--- src/rtl/m68k_bus_pkg.sv ---
// Shared types and helpers for the 68000 bus controller: FSM state encoding and
// width helpers for the packed per-slave parameter slots.
package m68k_bus_pkg;

  typedef enum logic [2:0] {
    StIdle,
    StWait,
    StAck,
    StVpa,
    StErr
  } bus_state_e;

  localparam int WAIT_W = 4;

  function automatic int field_width(input int hi, input int lo);
    return hi - lo + 1;
  endfunction

  function automatic int idx_width(input int n);
    return (n > 1) ? $clog2(n) : 1;
  endfunction

endpackage

--- src/rtl/m68k_addr_decode.sv ---
// Priority address decoder: compares the decode field against every slave base and
// reports the lowest matching slave index.
module m68k_addr_decode
  import m68k_bus_pkg::*;
#(
  parameter int                         NUM_SLAVES = 4,
  parameter int                         FW         = 4,
  parameter logic [NUM_SLAVES*FW-1:0]   BASES      = '0
) (
  input  logic [FW-1:0]                       field,
  output logic                                hit,
  output logic [idx_width(NUM_SLAVES)-1:0]    idx
);

  localparam int IW = idx_width(NUM_SLAVES);

  // Scan downwards so the lowest matching index is the last one written.
  always_comb begin
    hit = 1'b0;
    idx = '0;
    for (int i = NUM_SLAVES - 1; i >= 0; i--) begin
      if (field == BASES[i*FW +: FW]) begin
        hit = 1'b1;
        idx = IW'(i);
      end
    end
  end

endmodule

--- src/rtl/m68k_bus_ctrl.sv ---
// 68000 bus controller: chip selects, DTACK with per-slave wait states and optional
// slave ready, VPA cycles, bus error on unmapped address or timeout, read data mux.
module m68k_bus_ctrl
  import m68k_bus_pkg::*;
#(
  parameter int NUM_SLAVES = 4,
  parameter int ADDR_HI    = 15,
  parameter int ADDR_LO    = 12,
  parameter logic [NUM_SLAVES*field_width(ADDR_HI, ADDR_LO)-1:0] BASES = 16'h3210,
  parameter logic [NUM_SLAVES*WAIT_W-1:0] WAITS    = 16'h0011,
  parameter logic [NUM_SLAVES-1:0]        VPA_MASK = 4'b1000,
  parameter logic [NUM_SLAVES-1:0]        ACK_MASK = 4'b0000,
  parameter int TIMEOUT = 255
) (
  input  logic                       clk,
  input  logic                       reset,
  input  logic                       as_n,
  input  logic                       rw,
  input  logic [23:1]                addr,
  input  logic [NUM_SLAVES*16-1:0]   slave_dout,
  input  logic [NUM_SLAVES-1:0]      slave_ack,
  output logic [NUM_SLAVES-1:0]      cs,
  output logic                       we,
  output logic [15:0]                cpu_din,
  output logic                       dtack_n,
  output logic                       vpa_n,
  output logic                       berr_n
);

  localparam int FW = field_width(ADDR_HI, ADDR_LO);
  localparam int IW = idx_width(NUM_SLAVES);
  localparam int TW = $clog2(TIMEOUT + 1);
  localparam logic [TW-1:0] TMO_MAX  = TW'(TIMEOUT);
  localparam logic [TW-1:0] TMO_LAST = TW'(TIMEOUT - 1);

  bus_state_e            state_q;
  logic [NUM_SLAVES-1:0] cs_q;
  logic                  dtack_n_q, vpa_n_q, berr_n_q;
  logic [WAIT_W-1:0]     wait_q;
  logic [TW-1:0]         tmo_q;
  logic [IW-1:0]         sel_q;

  logic                  hit;
  logic [IW-1:0]         idx;
  logic [NUM_SLAVES-1:0] onehot;
  logic                  ack_ok;

  m68k_addr_decode #(
    .NUM_SLAVES (NUM_SLAVES),
    .FW         (FW),
    .BASES      (BASES)
  ) u_decode (
    .field (addr[ADDR_HI:ADDR_LO]),
    .hit   (hit),
    .idx   (idx)
  );

  always_comb begin
    onehot      = '0;
    onehot[idx] = 1'b1;
    ack_ok      = !ACK_MASK[sel_q] || slave_ack[sel_q];
  end

  // A strobe release behaves exactly like reset: every output goes inactive at that edge.
  always_ff @(posedge clk) begin
    if (reset || as_n) begin
      state_q   <= StIdle;
      cs_q      <= '0;
      dtack_n_q <= 1'b1;
      vpa_n_q   <= 1'b1;
      berr_n_q  <= 1'b1;
      wait_q    <= '0;
      tmo_q     <= '0;
      sel_q     <= '0;
    end else begin
      unique case (state_q)
        StIdle: begin
          if (!hit) begin
            state_q <= StErr;
          end else begin
            cs_q  <= onehot;
            sel_q <= idx;
            if (VPA_MASK[idx]) begin
              state_q <= StVpa;
            end else begin
              wait_q  <= WAITS[idx*WAIT_W +: WAIT_W];
              tmo_q   <= '0;
              state_q <= StWait;
            end
          end
        end
        StWait: begin
          if (tmo_q != TMO_MAX) tmo_q <= tmo_q + 1'b1;
          // Timeout wins over a DTACK grant that would land on the same edge.
          if (tmo_q >= TMO_LAST) begin
            berr_n_q <= 1'b0;
            cs_q     <= '0;
            state_q  <= StErr;
          end else if (wait_q == '0 && ack_ok) begin
            dtack_n_q <= 1'b0;
            state_q   <= StAck;
          end else if (wait_q != '0) begin
            wait_q <= wait_q - 1'b1;
          end
        end
        StVpa:   vpa_n_q  <= 1'b0;
        StErr:   berr_n_q <= 1'b0;
        StAck:   state_q  <= StAck;
        default: state_q  <= StIdle;
      endcase
    end
  end

  always_comb begin
    cpu_din = '0;
    for (int i = 0; i < NUM_SLAVES; i++) begin
      if (cs_q[i]) cpu_din = cpu_din | slave_dout[i*16 +: 16];
    end
  end

  assign cs      = cs_q;
  assign we      = (|cs_q) & ~rw;
  assign dtack_n = dtack_n_q;
  assign vpa_n   = vpa_n_q;
  assign berr_n  = berr_n_q;

endmodule

--- config.mk ---
export PLATFORM = sky130hd
export DESIGN_NAME = m68k_bus_ctrl
export DESIGN_NICKNAME = d
export VERILOG_FILES = /design/src/rtl/m68k_bus_pkg.sv /design/src/rtl/m68k_addr_decode.sv /design/src/rtl/m68k_bus_ctrl.sv
export SDC_FILE = /design/constraint.sdc
export NUM_CORES = 1
export LEC_CHECK = 0
export ABC_AREA = 0
export BUFFER_PORTS_ARGS = -buffer_cell sky130_fd_sc_hd__buf_2
export CORE_MARGIN = 2
export CORE_UTILIZATION = 39
export DETAILED_ROUTE_END_ITERATION = 6
export HOLD_SLACK_MARGIN = 0.1
export PLACE_DENSITY_LB_ADDON = 0.3
export SLEW_MARGIN = 20
export SYNTH_ARGS = -nofsm -noshare
export SYNTH_HDL_FRONTEND = slang
export SYNTH_SLANG_ARGS = --single-unit
--- constraint.sdc ---
create_clock -name clk -period 2.15 [get_ports clk]
set_input_delay 0.215 -clock clk [delete_from_list [all_inputs] [get_ports clk]]
set_output_delay 0.215 -clock clk [all_outputs]
set_load 0.01 [all_outputs]
# ---- Yosys cells after proc, flatten, opt, wreduce, memory -nomap -nowiden
# Index checks and enable logic that the tools add are counted.
dict set report totals {
  out_inout_bits 24
  ff_bits 24
}
dict set report classes {
  n_addsub 2
  muxes 40
  reduce_logical 20
  bitwise_logic 7
  order_cmp 4
  shift 1
  n_eq_ne 16
}
# cell count
set ops {}
lappend ops {{16-bit 2-to-1 mux} 4}
lappend ops {{16-bit OR} 3}
lappend ops {{4-bit 2-to-1 mux} 7}
lappend ops {{8-bit 2-to-1 mux} 3}
lappend ops {{4-bit case mux with 2 select lines} 2}
lappend ops {{8-bit case mux with 2 select lines} 1}
lappend ops {{16-bit by 5-bit variable part select with 4-bit output (first input constant)} 1}
lappend ops {{2-bit != test (second input constant)} 7}
lappend ops {{3-bit case mux with 4 select lines} 1}
lappend ops {{2-bit 2-to-1 mux} 5}
lappend ops {{1-bit 2-to-1 mux} 9}
lappend ops {{3-bit 2-to-1 mux} 3}
lappend ops {{8-bit by 1-bit adder with 8-bit output (second input constant)} 1}
lappend ops {{4-bit by 2-bit == test with 1-bit output (second input constant)} 2}
lappend ops {{8-bit greater-or-equal comparator (second input constant)} 1}
lappend ops {{4-bit zero test} 2}
lappend ops {{8-bit != test (second input constant)} 1}
lappend ops {{1-bit binary-select mux with 2-bit select} 3}
lappend ops {{3-bit by 2-bit == test with 1-bit output (second input constant)} 2}
lappend ops {{2-bit by 3-bit less-than comparator with 1-bit output (second input constant)} 2}
lappend ops {{2-bit AND reduction} 3}
lappend ops {{3-bit AND reduction} 2}
lappend ops {{6-bit AND reduction} 1}
lappend ops {{4-bit by 1-bit == test with 1-bit output (second input constant)} 1}
lappend ops {{other kinds (18)} 23}

# ---- Depth between registers and ports, before layout
# Gate-level depths: netlist of the first run.
dict set report depth {
  word_depth 11
  depth_mapped 7
  mapped_depth_nobuf 7
}

# ---- Cells and area by module
# From an unflattened synthesis of the first run, not the netlist that was laid out.
dict set report hier_totals {
  cells_unflattened 204
  hier_area_um2 1624.1
}
# module n_inst seq_area_each_um2 area_each_um2 cells_per_inst
set modules_own_cells {}
lappend modules_own_cells {m68k_bus_ctrl 1 440.4 1605.3 201}
lappend modules_own_cells {m68k_addr_decode 1 0.0 18.8 3}

# ---- Worst setup path after synthesis of the first run
# Ideal clock, no wire load.
dict set report synth_path {
  path_type {flip-flop to flip-flop}
  from {reg tmo_q[0]}
  to {reg wait_q[3]}
  arrival_ns 1.607
  setup_time_ns 0.073
  path_buffers 0
  t_required_ns 2.077
  path_slack_ns 0.471
  stages_incl_launch_ff 8
  path_cell_list {dfxtp_1 > inv_1 > ha_1 > o211a_1 > a21oi_4 > a22oi_2 > or3_1 > a21oi_1}
}
dict set report synth_via {
  elab_chain_len 3
}
# item line_no
set synth_rtl {}
lappend synth_rtl {{start: declaration} m68k_bus_ctrl.sv:40} ;# logic [TW-1:0] tmo_q;
lappend synth_rtl {{start signal: assignment} m68k_bus_ctrl.sv:93} ;# if (tmo_q != TMO_MAX) tmo_q <= tmo_q + 1'b1;
lappend synth_rtl {{8-bit greater-or-equal comparator} m68k_bus_ctrl.sv:95} ;# if (tmo_q >= TMO_LAST) begin
lappend synth_rtl {{2-bit != test (no line)} --}
lappend synth_rtl {{6-bit AND reduction (no line)} --}
lappend synth_rtl {{end signal: assignment} m68k_bus_ctrl.sv:86} ;# wait_q <= WAITS[idx*WAIT_W +: WAIT_W];
lappend synth_rtl {{end signal: assignment} m68k_bus_ctrl.sv:103} ;# wait_q <= wait_q - 1'b1;
lappend synth_rtl {{end: declaration} m68k_bus_ctrl.sv:39} ;# logic [WAIT_W-1:0] wait_q;
# Every way passes these cells.
# A chain may end at the register's enable or synchronous reset.

# ---- Final worst setup path of the first run
# Same ends and word-level chain as after synthesis.

==> results of run 1 <==
routing by layer:
| metal | track usage | wire length, um | vias up |
|---|---|---|---|
| li1 | - | - | 891 |
| met1 | 0.243 | 1850 | 804 |
| met2 | 0.329 | 2080 | 63 |
| met3 | 0.0514 | 308 | 2 |
| met4 | 0.0365 | 9 | 0 |
| met5 | 0 | 0 | - |
logic make-up (layout without fill, tap and decap cells):
logic type / Yosys count / after routing / share of synthesized area
adders and majority gates: 3 / 3 / 0.0256
xor gates and xnor gates: 6 / 6 / 0.0358
DFF: 22 / 22 / 0.300
muxes: 2 / 2 / 0.0136
buffers and inverters: 17 / 106 / 0.0486
AOI/OAI and AO/OA: 58 / 58 / 0.305
and+or+nand+nor: 85 / 85 / 0.272
through the flow:
step	std cells	utilization	area (um2)	power, uW	hold WS (ps)
6_report	330	0.554	2010	826	312
5_1_grt	330	0.554	2010	876	306
4_1_cts	330	0.554	2010	842	301
3_5_place_dp	327	0.542	1970	591	437
3_3_place_gp	327	0.542	1970	589	431
2_1_floorplan	193	-	1470	501	390
cell type report:
class                           instances  area, um2
Clock buffer                            3       41.3
Timing Repair Buffer                   97        490
Tap cell                               48       60.1
Multi-Input combinational cell        154        957
Sequential cell                        22        440
Fill cell                             370       1620
Inverter                                6       22.5
path summary, 6_finish.rpt:
check                   end  slack (ps)  depth (start not counted)
setup / recovery  wait_q[3]         310                          7
hold / removal      dtack_n         310                          4
setup reg to reg  wait_q[3]         310                          7
hold reg to reg     dtack_n         440                          2
tightest hold or removal path, stage by stage:
cell	delay, ps
buf_2	90
nor2_1	30
buf_4	150
nand2_1	50
synth_stat cells (2+ instances only):
cell,number
a21oi_1,7
a22oi_1,32
and4_1,2
buf_1,3
clkbuf_1,7
dfxtp_1,22
ha_1,3
inv_1,6
mux2i_1,2
nand2_1,32
nand3_1,6
nand4_1,4
nor2_1,21
nor3_1,6
o21ai_0,4
o221a_2,2
or2_2,2
or3_1,5
xnor2_1,4
xor2_1,2
flip-flops by register name (all words and copies together) (netlist names):
name / flops
vpa_n: 1
cs: 4
berr_n: 1
dtack_n: 1
tmo_q: 8
state_q: 3
wait_q: 4
power by group through the flow:
stage | clock [uW] | sequential, uW | combinational (uW)
final | 244 | 424 | 158
after global routing | 276 | 425 | 175
after CTS | 259 | 424 | 159
after detailed placement | 0 | 433 | 158
after global placement | 0 | 433 | 156
after floorplan | 0 | 427 | 74.3
==> flow_summary.ini, run 1 <==
[setup_path]
crit_chain = inv_1 -> ha_1 -> o211a_1 -> a21oi_4 -> a22oi_2 -> or3_1 -> a21oi_1
worstSetupPathType = flop to flop
crit_fanout = 7
timing.rr.start = tmo_q[0]
worstPathRequired_ps = 2340
cp_data_arrival_time_ps = 2030
end_kind = flop
crit_slowest_cell = dfxtp_1
max_stage_delay_ps = 430
cp.buffers_inverters = 1
critPathTopFamily = compound AO/OA/AOI/OAI gates
startpoint_type = flop
critPathLaunch = tmo_q[0]

[sta]
max_freq_mhz = 544
finalSetupViolCount = 0
setup_tns_ps = 0
slew_headroom = 0.566
slew_viol_final = 0
tightest_slew_ps = 650
fin_ws_ps = 313
skew_ps = 5.34
period_share = 0.854
rsz0062_at_grt = false
hold_viol = 0
min_period_ps = 1840

[global_route]
gr-total-overflow = 0
grt_pass1_wl_mm = 6.60
antenna_found_initial = 0
grt_pass1_vias = 1456
grt.total_usage = 0.192
grt_max_degree = 20

[power_and_ir_drop]
ir_worst_vdd_uv = 396
swShare = 0.247
p_per_area_nw_per_um2 = 411
p_sw_uw = 204
p_clk_frac = 0.295
seqPwrFrac = 0.513
power.internal_uw = 623
p_comb_frac = 0.192
leakagePower_uw = 0.000980

[clock_network]
cts-resized-gates = 0
cts_inserted_buffers = 3
postCtsHoldBufs = 0
post_cts_buffers = 0
cts_tree = built
ctsHtreeMaxLevel = 1
clock-sinks = 22
cts.clk_slew.worst_paths_ps = 70
cts-root-buf = clkbuf_8
clk_path_buf_depth = 2
clock_latency_ps = 260

[layout]
nNetsFinal = 382
drive_gt1_frac = 0.387
antenna_cells = 0
final_common_cell = buf_2
synthToLayoutAreaGrowth_pct = 37.0
final_cell_mix = buf_2, a22oi_1, nand2_1

[yosys]
synth_edf_count = 0
ys_seq_area_frac = 0.300
syn_inst = 193
yosysWarnings = 0
synthArstFlopShare = 0
dominantRegCellSynth = dfxtp_1
synth_area_um2 = 1470
avgSynthCellArea_um2 = 7.61
synth_top_area_cell = dfxtp_1
syn_nets = 291
synth_top_area_share = 0.300
synth_seq_cells = 22
synthTopCellsByArea = dfxtp_1, a22oi_1, nand2_1
synth_cell_types = 41

[floorplan]
die_h_um = 65.4
die-area_um2 = 4270
initial_core_util = 0.404
core.rowCount = 22
die_x_um = 65.4
core-area_um2 = 3630
io_pins = 119

[routing]
via_per_inst = 5.33
routedWlPerCell_um = 12.9
firstDrtPassIters = 4
drc = 0
drt-total-wl_mm = 4.25
vias = 1760
antenna_left = 0
drt_iter0_drc = 64

[job]
max_cap_violations = 0

[placement]
dpl.hpwl_mm = 3.34
gp_congestion = 0.900
io_buffers = 95
dp_slack_ps = 331

[outcome]
outcome = complete, no violations

[worst_hold_path]
hp-start = reset
holdCritPathClass = input port to flop
Power figures use the tool's default switching activity.
==> inputs of run 2 (changes only) <==
RECOVER_POWER = 50   (was default)
==> run 2 against run 1 <==
Compared with the run above:
- utilization down 0.52 points
- clock-buffer cell count did not move
- maximum frequency barely moved
- sequential share of layout area rose by 0.21 points
- die area stayed put
- clock skew barely moved
- design area down 0.93%
- sequential power about the same
- setup slack worse by 0.89 ps
- critical path depth did not move
- combinational power about the same
- highest routed layer is now met3
==> flow_summary.ini, run 2 (synthesized netlist as in run 1, its figures left out) <==
[sta]
fin_ws_ps = 312
hold_viol = 0
min_period_ps = 1840
skew_ps = 5.01
rsz0062_at_grt = false
finalSetupViolCount = 0
slew_viol_final = 0
period_share = 0.855
tightest_slew_ps = 654
slew_headroom = 0.564
max_freq_mhz = 544
setup_tns_ps = 0

[floorplan]
core.rowCount = 22
die_x_um = 65.4
io_pins = 119
die_h_um = 65.4
initial_core_util = 0.404
core-area_um2 = 3630
die-area_um2 = 4270

[global_route]
grt_pass1_wl_mm = 6.60
grt_pass1_vias = 1456
gr-total-overflow = 0
grt_max_degree = 20
grt.total_usage = 0.192
antenna_found_initial = 0

[clock_network]
cts.clk_slew.worst_paths_ps = 70
clock-sinks = 22
cts_inserted_buffers = 3
cts_tree = built
post_cts_buffers = 0
cts-resized-gates = 0
postCtsHoldBufs = 0
clock_latency_ps = 260
clk_path_buf_depth = 2
ctsHtreeMaxLevel = 1
cts-root-buf = clkbuf_8

[layout]
drive_gt1_frac = 0.340
top_register = tmo_q
antenna_cells = 0
synthToLayoutAreaGrowth_pct = 35.7
regArea_um2 = 440
largest_reg_flops = 8
nNetsFinal = 382
final_common_cell = buf_2
fill_cells = 378
final_cell_mix = buf_2, a22oi_1, nand2_1
multi_input_area_um2 = 957

[setup_path]
crit_fanout = 7
crit_slowest_cell = dfxtp_1
cp_data_arrival_time_ps = 2030
max_stage_delay_ps = 430
critPathTopFamily = compound AO/OA/AOI/OAI gates
worst_r2r_path_depth = 7
worst-path-stages = 7
cp.buffers_inverters = 1
worstSetupPathType = flop to flop
end_kind = flop
crit_chain = inv_1 -> ha_1 -> o211a_1 -> a21oi_4 -> a22oi_2 -> or3_1 -> a21oi_1
worstPathRequired_ps = 2340
startpoint_type = flop

[worst_hold_path]
holdCritPathClass = input port to flop
whs_path_depth = 4

[routing]
antenna_left = 0
drc = 0
via_per_inst = 5.34
drt_iter0_drc = 75
routedWlPerCell_um = 12.9
drt-total-wl_mm = 4.25
vias = 1762
firstDrtPassIters = 4

[placement]
dp_slack_ps = 331
dpl.hpwl_mm = 3.34
gp_congestion = 0.900
io_buffers = 95

[job]
max_cap_violations = 0

[power_and_ir_drop]
p_per_area_nw_per_um2 = 414
leakagePower_uw = 0.000933
ir_worst_vdd_uv = 396

[outcome]
outcome = complete, no violations
run 2: cell types whose count changed in the layout (fill, tap and decap cells not counted), sizes merged:
cell / delta
clkbuf: +13
buf: -13
run 2: worst paths after layout:
path	start	end	slack (ps)
setup / recovery	tmo_q[0]	wait_q[3]	310
hold / removal	reset	dtack_n	310
setup reg to reg	tmo_q[0]	wait_q[3]	310
hold reg to reg	dtack_n	dtack_n	450
run 2: tightest hold or removal path: stages:
cell and delay, ps:
buf_2 90, nor2_1 30, buf_4 150, nand2_1 50
run 2: where the power goes:
group / internal (uW) / switching (uW)
registers: 413 / 10.7
logic: 82.8 / 74.0
clock network: 125 / 119
total: 621 / 203
run 2: area by class of cell:
cell class              instances  share of cell area
flip-flops and latches         22               0.221
repair buffers                 97               0.237
well taps                      48              0.0301
inverters                       6              0.0113
clock buffers                   3              0.0207
multi-input cells             154               0.480
run 2: through the flow:
stage	total power (uW)	hold slack (ps)	instances	area, um2	utilization
final	824	311	330	1990	0.549
after CTS	842	301	330	2010	0.554
after floorplan	501	390	193	1470	-
after detailed placement	591	437	327	1970	0.542
after global routing	874	306	330	1990	0.549
after global placement	589	431	327	1970	0.542
run 2: layer usage:
metal	GRT usage	share of wire	vias up
li1	-	-	892
met4	0.0365	0	0
met3	0.0514	0.073	0
met5	0	0	-
met1	0.243	0.44	810
met2	0.329	0.49	60
==> inputs of run 3 (changes only) <==
CELL_PAD_IN_SITES_DETAIL_PLACEMENT = 1   (was default)
CELL_PAD_IN_SITES_GLOBAL_PLACEMENT = 1   (was default)
CORE_UTILIZATION = 25   (was 39)
PLACE_DENSITY = 0.87   (was default)
PLACE_DENSITY_LB_ADDON = default   (was 0.3)
==> run 3 against run 2 <==
Compared with the run above:
- sequential cell count unchanged
- non-clock buffer count stayed put
- via count increased by 4.9%
- global-route usage fell by 2.6 points
- critical path depth unchanged
- clock power rose by 4%
- utilization down 19 points
- hold slack worse by 82 ps
- clock-buffer cell count unchanged
- final cell count rose by 7.3%
- die area increased by 52%
==> flow_summary.ini, run 3 (synthesized netlist as in run 1, its figures left out) <==
[outcome]
outcome = complete, no violations

[sta]
max_freq_mhz = 516
rsz0062_at_grt = false
finalSetupViolCount = 0
slew_headroom = 0.514
min_period_ps = 1940
tightest_slew_ps = 728
skew_ps = 2.96
slew_viol_final = 0
period_share = 0.901
setup_tns_ps = 0
hold_viol = 0

[clock_network]
cts.clk_slew.worst_paths_ps = 70
cts_inserted_buffers = 3
clock-sinks = 22
clk_path_buf_depth = 2
ctsHtreeMaxLevel = 1
clock_latency_ps = 260
cts-resized-gates = 0
cts-root-buf = clkbuf_8
cts_tree = built
postCtsHoldBufs = 0
post_cts_buffers = 0

[layout]
regArea_um2 = 440
synthToLayoutAreaGrowth_pct = 37.6
final_cell_mix = buf_2, a22oi_1, nand2_1
nNetsFinal = 382
final_cell_count_no_fill = 354
largest_reg_flops = 8
antenna_cells = 0
fill_cells = 739
final_common_cell = buf_2
drive_gt1_frac = 0.333
top_register = tmo_q
multi_input_area_um2 = 957

[routing]
antenna_left = 0
drt_iter0_drc = 35
via_per_inst = 5.22
drc = 0
routedWlPerCell_um = 15.5
vias = 1848
firstDrtPassIters = 4
drt-total-wl_mm = 5.50

[global_route]
grt.total_usage = 0.167
antenna_found_initial = 0
grt_pass1_vias = 1872
grt_max_degree = 20
gr-total-overflow = 0
grt_pass1_wl_mm = 8.68

[power_and_ir_drop]
leakagePower_uw = 0.000924
p_per_area_nw_per_um2 = 416
ir_worst_vdd_uv = 262
total_power_uw = 841

[setup_path]
startpoint_type = flop
end_kind = flop
worstSetupPathType = flop to flop
worstPathRequired_ps = 2340
crit_fanout = 7
cp_data_arrival_time_ps = 2130
timing.rr.start = tmo_q[0]
worst_r2r_path_depth = 7
r2r_end = wait_q[3]
r2r_setup_slack_ps = 210

[floorplan]
core-area_um2 = 5570
initial_core_util = 0.264
die-area_um2 = 6500
die_h_um = 80.7
die_x_um = 80.7
io_pins = 119
core.rowCount = 27

[worst_hold_path]
hp-start = reset
whs_path_depth = 3
min_to = dtack_n
holdCritPathClass = input port to flop

[job]
max_cap_violations = 0

[placement]
io_buffers = 95
dp_cells = 351
dpl.hpwl_mm = 4.39
gp_congestion = 0.814
run 3: changes by cell type in the layout (fill, tap and decap cells not counted), sizes merged:
cell	previous run	this run
buf	84	82
clkbuf	16	18
run 3: report_power, final:
part           switching [uW]  internal (uW)  total, uW
registers                11.7            413        425
logic                    79.9           82.7        163
clock network             128            125        253
total                     220            621        841
run 3: worst max-delay path by stage:
stage                     startpoint         to  slack (ps)
after floorplan             tmo_q[0]  wait_q[3]         470
after global placement     wait_q[0]  wait_q[0]         340
after detailed placement    tmo_q[0]  wait_q[3]         240
after CTS                   tmo_q[0]  wait_q[3]         210
after global routing        tmo_q[0]  wait_q[3]          70
final                       tmo_q[0]  wait_q[3]         210
run 3: metrics by stage:
stage	setup slack [ps]	hold WS, ps	area (um2)	utilization
3_3_place_gp	338	431	2000	0.359
6_report	213	229	2020	0.363
4_1_cts	211	226	2040	0.366
3_5_place_dp	243	440	2000	0.359
5_1_grt	72.8	258	2020	0.363
2_1_floorplan	471	390	1470	-
run 3: final cells by class:
cell class / instances / area share
flip-flops and latches: 22 / 0.218
repair buffers: 97 / 0.232
well taps: 72 / 0.0446
multi-input cells: 154 / 0.474
inverters: 6 / 0.0111
clock buffers: 3 / 0.0204
run 3: critical path: stages, from the launching register on:
cell	delay, ps
dfxtp_1	450
inv_1	90
ha_1	210
o211a_1	270
a21oi_4	210
a22oi_2	130
or3_1	370
a21oi_1	140
run 3: layer usage:
layer  GRT usage  part of all wire
met5           0                 0
met2       0.308              0.54
met3      0.0236             0.062
met4      0.0508             0.013
met1       0.197              0.38
